## src/rtl/core_types_pkg.sv

```systemverilog
// Shared core constants, the ALU-immediate issue-queue entry record and the
// writeback wakeup-match helper.
package core_types_pkg;

    localparam int LOG_PR_COUNT       = 7;
    localparam int LOG_ROB_ENTRIES    = 7;
    localparam int PRF_BANK_COUNT     = 4;
    localparam int LOG_PRF_BANK_COUNT = 2;
    localparam int UPPER_PR_W         = LOG_PR_COUNT - LOG_PRF_BANK_COUNT;

    typedef struct packed {
        logic                       valid;
        logic [3:0]                 op;
        logic [11:0]                imm12;
        logic [LOG_PR_COUNT-1:0]    A_PR;
        logic                       A_ready;
        logic                       A_is_zero;
        logic [LOG_PR_COUNT-1:0]    dest_PR;
        logic [LOG_ROB_ENTRIES-1:0] ROB_index;
    } alu_imm_iq_entry_t;

    // A PR's low bits select its bank; the bank broadcasts the remaining upper bits.
    function automatic logic wb_hit(
        input logic [LOG_PR_COUNT-1:0]              pr,
        input logic [PRF_BANK_COUNT-1:0]            valid_by_bank,
        input logic [PRF_BANK_COUNT*UPPER_PR_W-1:0] upper_by_bank
    );
        logic [LOG_PRF_BANK_COUNT-1:0] bank;
        bank = pr[LOG_PRF_BANK_COUNT-1:0];
        return valid_by_bank[bank] &&
               (upper_by_bank[bank*UPPER_PR_W +: UPPER_PR_W] == pr[LOG_PR_COUNT-1:LOG_PRF_BANK_COUNT]);
    endfunction

endpackage

```

## src/rtl/pe_lsb.sv

```systemverilog
// Priority encoder: index of the least-significant set request bit (0 when none).
module pe_lsb #(
    parameter int WIDTH = 8,
    parameter int IDX_W = $clog2(WIDTH)
) (
    input  logic [WIDTH-1:0] i_req,
    output logic             o_valid,
    output logic [IDX_W-1:0] o_idx
);

    always_comb begin
        o_idx = '0;
        for (int i = WIDTH - 1; i >= 0; i--) begin
            if (i_req[i]) begin
                o_idx = IDX_W'(i);
            end
        end
    end

    assign o_valid = |i_req;

endmodule

```

## src/rtl/alu_imm_iq.sv

```systemverilog
// Age-ordered collapsing issue queue for ALU register-immediate ops with A-operand wakeup.
// Optional macro ALU_IMM_IQ_ENQ_BYPASS_EN lets a ready enqueue issue in its enqueue cycle.
module alu_imm_iq
    import core_types_pkg::*;
#(
    parameter int ALU_IMM_IQ_ENTRIES = 8
) (
    input  logic                                  CLK,
    input  logic                                  RST,
    input  logic                                  iq_enq_valid,
    input  logic [3:0]                            iq_enq_op,
    input  logic [11:0]                           iq_enq_imm12,
    input  logic [LOG_PR_COUNT-1:0]               iq_enq_A_PR,
    input  logic                                  iq_enq_A_ready,
    input  logic                                  iq_enq_A_is_zero,
    input  logic [LOG_PR_COUNT-1:0]               iq_enq_dest_PR,
    input  logic [LOG_ROB_ENTRIES-1:0]            iq_enq_ROB_index,
    output logic                                  iq_enq_ready,
    input  logic [PRF_BANK_COUNT-1:0]             WB_bus_valid_by_bank,
    input  logic [PRF_BANK_COUNT*UPPER_PR_W-1:0]  WB_bus_upper_PR_by_bank,
    input  logic                                  issue_ready,
    output logic                                  issue_valid,
    output logic [3:0]                            issue_op,
    output logic [11:0]                           issue_imm12,
    output logic                                  issue_A_forward,
    output logic                                  issue_A_is_zero,
    output logic [LOG_PR_COUNT-1:0]               issue_dest_PR,
    output logic [LOG_ROB_ENTRIES-1:0]            issue_ROB_index,
    output logic                                  PRF_req_A_valid,
    output logic [LOG_PR_COUNT-1:0]               PRF_req_A_PR
);

    localparam int N  = ALU_IMM_IQ_ENTRIES;
    localparam int IW = $clog2(N);
    localparam int CW = $clog2(N + 1);

    alu_imm_iq_entry_t r_q [N];
    logic [CW-1:0]     r_count;

    alu_imm_iq_entry_t w_up  [N];
    alu_imm_iq_entry_t w_nxt [N];
    alu_imm_iq_entry_t w_enq;
    alu_imm_iq_entry_t w_out;
    logic [N-1:0]      w_hit, w_ready, w_up_hit, w_shift, w_enq_here;
    logic [IW-1:0]     w_sel_idx;
    logic [CW-1:0]     w_enq_slot;
    logic              w_any_ready, w_enq_hit, w_enq_fire, w_enq_write;
    logic              w_byp_cand, w_issue_q, w_out_hit;

    // Survivors fold this cycle's wakeup into A_ready; a new op overrides its slot.
    function automatic alu_imm_iq_entry_t next_entry(
        input alu_imm_iq_entry_t cur,
        input logic              cur_hit,
        input alu_imm_iq_entry_t up,
        input logic              up_hit,
        input logic              shift,
        input alu_imm_iq_entry_t enq,
        input logic              enq_hit,
        input logic              enq_here
    );
        alu_imm_iq_entry_t e;
        logic              h;
        e = shift ? up : cur;
        h = shift ? up_hit : cur_hit;
        e.A_ready = e.A_ready | (e.valid & h);
        if (enq_here) begin
            e = enq;
            e.A_ready = enq.A_ready | enq_hit;
        end
        return e;
    endfunction

    assign iq_enq_ready = ~r_q[N-1].valid;
    assign w_enq_fire   = iq_enq_valid & iq_enq_ready & ~RST;
    assign w_enq_hit    = wb_hit(iq_enq_A_PR, WB_bus_valid_by_bank, WB_bus_upper_PR_by_bank);

    always_comb begin
        w_enq.valid     = 1'b1;
        w_enq.op        = iq_enq_op;
        w_enq.imm12     = iq_enq_imm12;
        w_enq.A_PR      = iq_enq_A_PR;
        w_enq.A_ready   = iq_enq_A_ready;
        w_enq.A_is_zero = iq_enq_A_is_zero;
        w_enq.dest_PR   = iq_enq_dest_PR;
        w_enq.ROB_index = iq_enq_ROB_index;
    end

    genvar gi;
    generate
        for (gi = 0; gi < N; gi++) begin : g_entry
            assign w_hit[gi]   = wb_hit(r_q[gi].A_PR, WB_bus_valid_by_bank, WB_bus_upper_PR_by_bank);
            assign w_ready[gi] = r_q[gi].valid & (r_q[gi].A_ready | r_q[gi].A_is_zero | w_hit[gi]);
            if (gi < N - 1) begin : g_up
                assign w_up[gi]     = r_q[gi+1];
                assign w_up_hit[gi] = w_hit[gi+1];
            end else begin : g_top
                assign w_up[gi]     = '0;
                assign w_up_hit[gi] = 1'b0;
            end
            assign w_shift[gi]    = w_issue_q & (gi >= int'(w_sel_idx));
            assign w_enq_here[gi] = w_enq_write & (int'(w_enq_slot) == gi);
            assign w_nxt[gi]      = next_entry(r_q[gi], w_hit[gi], w_up[gi], w_up_hit[gi],
                                               w_shift[gi], w_enq, w_enq_hit, w_enq_here[gi]);
        end
    endgenerate

    pe_lsb #(.WIDTH(N), .IDX_W(IW)) u_pe_lsb (
        .i_req   (w_ready),
        .o_valid (w_any_ready),
        .o_idx   (w_sel_idx)
    );

`ifdef ALU_IMM_IQ_ENQ_BYPASS_EN
    assign w_byp_cand = w_enq_fire & ~w_any_ready & (iq_enq_A_ready | iq_enq_A_is_zero | w_enq_hit);
`else
    assign w_byp_cand = 1'b0;
`endif

    assign w_issue_q   = w_any_ready & issue_ready & ~RST;
    assign issue_valid = (w_any_ready | w_byp_cand) & issue_ready & ~RST;
    // A bypass that the pipeline refuses still lands in the queue.
    assign w_enq_write = w_enq_fire & ~(w_byp_cand & issue_ready);
    assign w_enq_slot  = r_count - CW'(w_issue_q);

    assign w_out     = w_byp_cand ? w_enq : r_q[w_sel_idx];
    assign w_out_hit = w_byp_cand ? w_enq_hit : w_hit[w_sel_idx];

    assign issue_op        = w_out.op;
    assign issue_imm12     = w_out.imm12;
    assign issue_A_is_zero = w_out.A_is_zero;
    assign issue_dest_PR   = w_out.dest_PR;
    assign issue_ROB_index = w_out.ROB_index;
    assign issue_A_forward = w_out.valid & w_out_hit & ~w_out.A_ready & ~w_out.A_is_zero;
    assign PRF_req_A_valid = issue_valid & ~issue_A_is_zero & ~issue_A_forward;
    assign PRF_req_A_PR    = w_out.A_PR;

    always_ff @(posedge CLK) begin
        if (RST) begin
            r_count <= '0;
            for (int i = 0; i < N; i++) begin
                r_q[i] <= '0;
            end
        end else begin
            r_count <= r_count - CW'(w_issue_q) + CW'(w_enq_write);
            for (int i = 0; i < N; i++) begin
                r_q[i] <= w_nxt[i];
            end
        end
    end

endmodule

```

## config.mk

```make
export PLATFORM = sky130hd
export DESIGN_NAME = alu_imm_iq
export DESIGN_NICKNAME = d
export VERILOG_FILES = /design/src/rtl/core_types_pkg.sv /design/src/rtl/pe_lsb.sv /design/src/rtl/alu_imm_iq.sv
export SDC_FILE = /design/constraint.sdc
export NUM_CORES = 1
export LEC_CHECK = 0
export CORE_MARGIN = 2
export CORE_UTILIZATION = 30
export CTS_BUF_LIST = sky130_fd_sc_hd__clkbuf_8
export DETAILED_ROUTE_END_ITERATION = 7
export GPL_TIMING_DRIVEN = 0
export PLACE_DENSITY = 0.48
export SETUP_SLACK_MARGIN = 0.05
export SLEW_MARGIN = 5
export SYNTH_ARGS = -nofsm -noshare
export SYNTH_HDL_FRONTEND = slang
export SYNTH_SLANG_ARGS = --single-unit
```

## constraint.sdc

```tcl
create_clock -name CLK -period 5.75 [get_ports CLK]
set_input_delay 1.15 -clock CLK [delete_from_list [all_inputs] [get_ports CLK]]
set_output_delay 1.15 -clock CLK [all_outputs]
set_load 0.005 [all_outputs]
```

# == Word level (Yosys, flattened, before mapping) ==
# Memories as Yosys holds them, arrays and structs flattened.
# Cells that the tools add are included.
# classes
addsub,2
order_cmp,17
n_reduce_logical,11
mux,63
n_shift,9
mul,9
n_eq_ne,16
n_bitwise,78
# op_table
op,count
two-way mux 40 bit,24
variable part select 20 x 6 -> 5 bit,9
equality test 5 bit,9
"multiplier 2 x 3 -> 5 bit, second input constant",9
AND 1 bit,40
OR 1 bit,33
"less-than comparator 2 x 3 -> 1 bit, second input constant",9
two-way mux 3 bit,8
two-way mux 1 bit,21
binary-select mux 1 bit (select 2 bit),9
"equality test 4 bit, second input constant",4
">= comparator 3 bit, first input constant",3
logical AND 1 bit,9
"equality test 4 x 3 -> 1 bit, second input constant",2
OR reduction 8 bit,1
">= comparator 1 x 3 -> 1 bit, first input constant",2
">= comparator 2 x 3 -> 1 bit, first input constant",2
NOT 1 bit,5
adder 4 x 1 -> 4 bit,1
"equality test 4 x 2 -> 1 bit, second input constant",1
logical NOT 4 bit,1
"less-than comparator 3 x 4 -> 1 bit, second input constant",1
subtractor 4 x 1 -> 4 bit,1
binary-select mux 1 bit (select 3 bit),1
# word_totals
output_inout_bits,42
mem_bits_rw,320
n_memories,1
regBits,4
# memory_table
memory,depth,word_bits,rd,rd_ports_with_merged_regs,write_ports,line,rtl
r_q,8,40,9,0,8,alu_imm_iq.sv:37,alu_imm_iq_entry_t r_q [N];

# == Depth between registers and ports, before layout ==
# An unclocked memory read counts as a cell.
# depth
ltp_word,22
mapped_depth,20
depth_no_buf,16

# == Hierarchy ==
# Synthesis repeated with hierarchy kept, for this count alone.
# unflattened
cells_unflattened,1962
hier_area_um2,18791.8
# by_module_without_submodules
mod,cells_per_inst,n_inst,area_per_inst_um2,seq_area_each_um2
alu_imm_iq,1949,1,18710.4,6486.2
pe_lsb,13,1,81.3,0.0

# == Worst setup path after synthesis ==
# OpenSTA, ideal clock, no wires.
# synth_timing
path_type,input to register
start,input port WB_bus_upper_PR_by_bank[17]
end,memory r_q[2][29] in the netlist's numbering
path_buffers,5
setup_slack_ns,0.281
arrival_ns,5.341
cell_stages,18
t_required_ns,5.622
setup_ns,0.128
path_cell_list,clkbuf_2 -> mux4_2 -> xnor2_1 -> nand4_1 -> a21oi_1 -> nor4_1 -> nand3_1 -> o21ai_1 -> clkbuf_1 -> inv_1 -> ha_1 -> ha_1 -> clkbuf_1 -> nor4_1 -> or2_2 -> clkbuf_1 -> clkbuf_1 -> o21ai_0
# synth_rtl
item,line,rtl
"start, declared",alu_imm_iq.sv:20,"input logic [PRF_BANK_COUNT*UPPER_PR_W-1:0] WB_bus_upper_PR_by_bank,"
"end, declared",alu_imm_iq.sv:37,

# == Worst setup path after layout ==
# layout_timing
start,input port WB_bus_valid_by_bank[2]
end,output port PRF_req_A_valid
# layout_via
elab_chain_cells,20
# layout_rtl
item,line,rtl
"start, declared",alu_imm_iq.sv:19,"input logic [PRF_BANK_COUNT-1:0] WB_bus_valid_by_bank,"
binary-select mux 1 bit (select 2 bit),core_types_pkg.sv:30,return valid_by_bank[bank] &&
two-way mux 1 bit (not written as such),core_types_pkg.sv:30,
logical AND 1 bit,core_types_pkg.sv:30,
OR 1 bit,alu_imm_iq.sv:92,assign w_ready[gi] = r_q[gi].valid & (r_q[gi].A_ready | r_q[gi].A_is_zero | w_hit[gi]);
AND 1 bit,alu_imm_iq.sv:92,
two-way mux 3 bit (8 in series),pe_lsb.sv:14,if (i_req[i]) begin
binary-select mux 1 bit (select 3 bit),alu_imm_iq.sv:126,assign w_out_hit = w_byp_cand ? w_enq_hit : w_hit[w_sel_idx];
two-way mux 1 bit (not written as such),alu_imm_iq.sv:126,
AND 1 bit (3 in series),alu_imm_iq.sv:133,assign issue_A_forward = w_out.valid & w_out_hit & ~w_out.A_ready & ~w_out.A_is_zero;
NOT 1 bit,alu_imm_iq.sv:134,assign PRF_req_A_valid = issue_valid & ~issue_A_is_zero & ~issue_A_forward;
AND 1 bit *,alu_imm_iq.sv:134,
"end, declared",alu_imm_iq.sv:29,"output logic PRF_req_A_valid,"
# Mark *: on every way between the ends. The rest lies on a longest branch, timed or not. The select of a mux whose other input is x is not followed.

==> impl_metrics.py <==
metrics = {
    "placement": {
        "dp_hpwl_mm": 64.5,
        "dp.cells": 3264,
        "port_buffers": 62,
        "placed_cell_area_mm2": 0.0208,
        "pre_cts_slack_ns": -2.90,
        "place.gp.congestion": 0.982,
    },
    "finish": {
        "fin_area_mm2": 0.0233,
        "fin_util": 0.369,
        "layout.cells.non_filler": 3407,
        "synthToLayoutAreaGrowth_pct": 21.7,
        "drive_above_1_share": 0.154,
        "nets": 2587,
    },
    "cts": {
        "worstSkewPairLatency_ns": 0.69,
        "cts_root_buffer": "clkbuf_8",
        "clk_pin_slew_ns": 0.06,
        "clkSinkCount": 324,
        "cts_hold_buffers": 0,
        "cts_buffer_depth": 3,
        "cts_tree": "built",
        "ctsHtreeMaxLevel": 2,
        "cts_buffers": 60,
    },
    "die": {
        "start_util": 0.304,
        "fp.dieH_um": 257,
        "fp.dieArea_mm2": 0.0659,
        "chipWidth_um": 257,
        "rows": 92,
        "coreArea_mm2": 0.0631,
        "ios": 109,
    },
    "detailed_routing": {
        "routed.top_layer": "met5",
        "dr_wl_met3_mm": 6.71,
        "routedWlPerCell_um": 26.8,
        "wl_met2_mm": 40.6,
        "wl_mm": 91.4,
        "ant_nets": 0,
        "vias": 19600,
        "drcViolationCount": 0,
        "drtIter0Drc": 1815,
        "first_pass_iters": 7,
        "wl_met1_mm": 39.4,
        "routed_via_density": 5.76,
    },
    "synth": {
        "synth_area_mm2": 0.0191,
        "ys_seq_area_frac": 0.339,
        "synth_area_leader_cell": "dfxtp_1",
        "synth_top_area_frac": 0.339,
        "synth_ff_type": "dfxtp_1",
        "synth_fp_nets": 2427,
        "synth_edf_count": 0,
        "ys_warn_count": 0,
        "synth_cell_types": 66,
        "yosys-top-cells-area": "dfxtp_1 (34%), mux2i_1 (13%), a211oi_1 (8.8%)",
        "async_reset_ff_frac": 0,
        "synth-seq-cells": 324,
        "syn_area_per_cell_um2": 8.13,
        "syn_inst": 2356,
    },
    "setup_path": {
        "cp-start-kind": "input pin",
        "slowest_delay_ns": 0.43,
        "critical_path.top_delay_family": "buffers and inverters",
        "path_buf_inv": 5,
        "crit_top_cell": "buf_4",
        "critPathSlowestCell": "dlygate4sd2_1",
        "cp.required_ns": 4.60,
        "cp-end-kind": "output port",
        "crit_type": "in2out",
        "path_max_fanout": 9,
        "cp_cell_sequence": "dlygate4sd2_1 -> mux4_2 -> nand2_1 -> nor4_2 -> o21ai_2 -> o211a_1 -> o211ai_4 -> buf_6 -> buf_4 -> mux2_1 -> o32a_1 -> and4bb_4 -> buf_4 -> nor3b_4 -> buf_2",
        "arrival_ns": 4.67,
    },
    "grt": {
        "antenna_found_initial": 3,
        "track_usage": 0.269,
        "first_global_vias": 19000,
        "grt_pass1_wl_mm": 132,
        "overflow": 0,
        "grt_max_degree": 16,
    },
    "pwr": {
        "power.internal_mw": 3.80,
        "power_frac_clock": 0.441,
        "power_switching_mw": 1.52,
        "vdd_ir_drop_max_mv": 0.160,
        "total_power_mw": 5.32,
        "seq_power_share": 0.441,
        "p_comb_frac": 0.118,
        "p_per_area_mw_per_mm2": 228,
        "netSwitchingFraction": 0.285,
        "p_leak_nw": 8.27,
    },
    "run_status": {
        "status": "complete, but fails checks",
        "violations": "negative setup slack",
    },
    "sta": {
        "setup_viol": 1,
        "post-route-period-util": 1.01,
        "rsz0062_at_grt": "true",
        "finalWorstSetupSlack_ns": -0.0734,
        "tightest_slew_ns": 1.38,
        "fmax_mhz": 172,
        "maxSlewViolCount": 0,
        "tns_ns": -0.0734,
        "fin_skew_ns": 0.0420,
        "hold_viol": 0,
        "final.min_clock_period_ns": 5.82,
        "slew_headroom": 0.0791,
        "hold_ws_ns": 0.484,
    },
    "min_path": {
        "hp-class": "reg2reg",
    },
    "flow_run": {
        "maxCapViolCount": 0,
    },
}
## worst register-to-register path, delay by kind of cell, from the launching register on
| family | cells | cell delay [ns] |
|---|---|---|
| AND/OR/NAND/NOR | 7 | 1.60 |
| buffers and inverters | 4 | 1.22 |
| AO/OA/AOI/OAI | 3 | 0.72 |
| multiplexers | 1 | 0.58 |
| flip-flops | 1 | 0.50 |
| XOR/XNOR | 2 | 0.44 |
| adder cells (fa/ha/maj) | 1 | 0.25 |
## routing by layer
layer	GRT usage	vias to the layer above
met5	0	-
met4	0.132	2
met3	0.0473	219
met2	0.415	966
met1	0.360	9674
li1	-	8755
## logic make-up (layout without fill, tap and decap cells)
| kind of cell | count (synthesis) | count (layout) | share of synthesized area |
|---|---|---|---|
| other | 0 | 2 | 0 |
| multiplexers | 285 | 285 | 0.172 |
| AO/OA/AOI/OAI | 501 | 501 | 0.192 |
| adder cells (fa/ha/maj) | 4 | 4 | 0.00261 |
| AND/OR/NAND/NOR | 892 | 892 | 0.197 |
| XOR/XNOR | 73 | 73 | 0.0334 |
| buffers and inverters | 277 | 480 | 0.0644 |
| flip-flops | 324 | 324 | 0.339 |
## power by group through the flow
stage | Sequential [mW] | Combinational, mW | Clock (mW)
after floorplan | 2.38 | 0.352 | 0
after global placement | 2.39 | 0.603 | 0
after detailed placement | 2.39 | 0.607 | 0
after CTS | 2.34 | 0.607 | 2.38
after global routing | 2.35 | 0.660 | 2.47
final | 2.35 | 0.627 | 2.35
## area by class of cell
| type | count | area (um^2) |
|---|---|---|
| timing repair buffer | 100 | 887 |
| fill | 6583 | 39800 |
| sequential | 324 | 6490 |
| buffer | 263 | 1660 |
| clock buffer | 80 | 1100 |
| inverter | 12 | 45.0 |
| antenna | 2 | 5.00 |
| multi-input combinational | 1755 | 11900 |
| tap | 846 | 1060 |
| clock inverter | 25 | 133 |
## cells in the final DEF, fill, tap and decap left out, types with 6 or more instances in the layout
cell type and instances:
nand2_1 410, xnor2_1 24, mux4_2 35, nand4_1 6, clkbuf_8 85, clkinv_2 6
a311oi_1 59, a211oi_2 7, and2_1 38, buf_12 13, clkbuf_4 21, a21oi_1 53
o21ai_0 50, buf_6 21, o32ai_1 6, nand3_1 131, a211oi_1 218, xnor2_2 6
dlygate4sd2_1 38, a31o_1 37, buf_8 7, buf_1 38, clkbuf_1 92, clkbuf_2 22
a311oi_2 25, clkdlybuf4s50_1 6, buf_4 57, inv_1 28, mux2i_1 247, buf_2 38
xor2_1 39, nor2_1 256, dfxtp_1 324
## registers in the layout (all words and copies together) (netlist names)
register	cells
r_q	320
r_count	4
## path summary, 6_finish.rpt
check	start	to	slack, ns	cells after the start
worst max-delay path	WB_bus_valid_by_bank[2]	PRF_req_A_valid	-0.07	15
worst min-delay path	r_q[5][27]$_SDFFE_PP0P_	r_q[4][27]$_SDFFE_PP0P_	0.48	2
worst max register to register	r_q[1][16]$_SDFFE_PP0P_	r_q[1][37]$_SDFFE_PP0P_	0.32	18
worst min register to register	r_q[5][27]$_SDFFE_PP0P_	r_q[4][27]$_SDFFE_PP0P_	0.48	2
## what timing repair did
action,CTS,global route
buffers inserted,28,8
setup endpoints to repair,364,314
resized for setup,337,67
endpoints found under the hold margin,0,0
gates cloned,2,0
pin swaps,41,16
## synthesized netlist by cell type (3+ instances only)
cell type  number
nand2_1       411
dfxtp_1       324
nor2_1        261
mux2i_1       247
a211oi_1      225
clkbuf_1      137
nand3_1       134
a311oi_1       84
buf_2          62
a21oi_1        56
o21ai_0        51
xor2_1         43
buf_1          40
and2_1         38
a31o_1         37
mux4_2         35
xnor2_1        30
buf_4          16
inv_1          12
buf_6           7
nand2b_1        6
nand4_1         6
nor4_1          6
o32ai_1         6
nor2b_1         5
o211ai_1        5
o21a_1          5
a31oi_1         4
ha_1            4
nor3_1          4
o21ai_1         4
and3_1          3
clkbuf_2        3
nand3b_1        3
o2111ai_1       3
o221ai_1        3
or2_2           3
or3_1           3
Power figures use the tool's default switching activity.
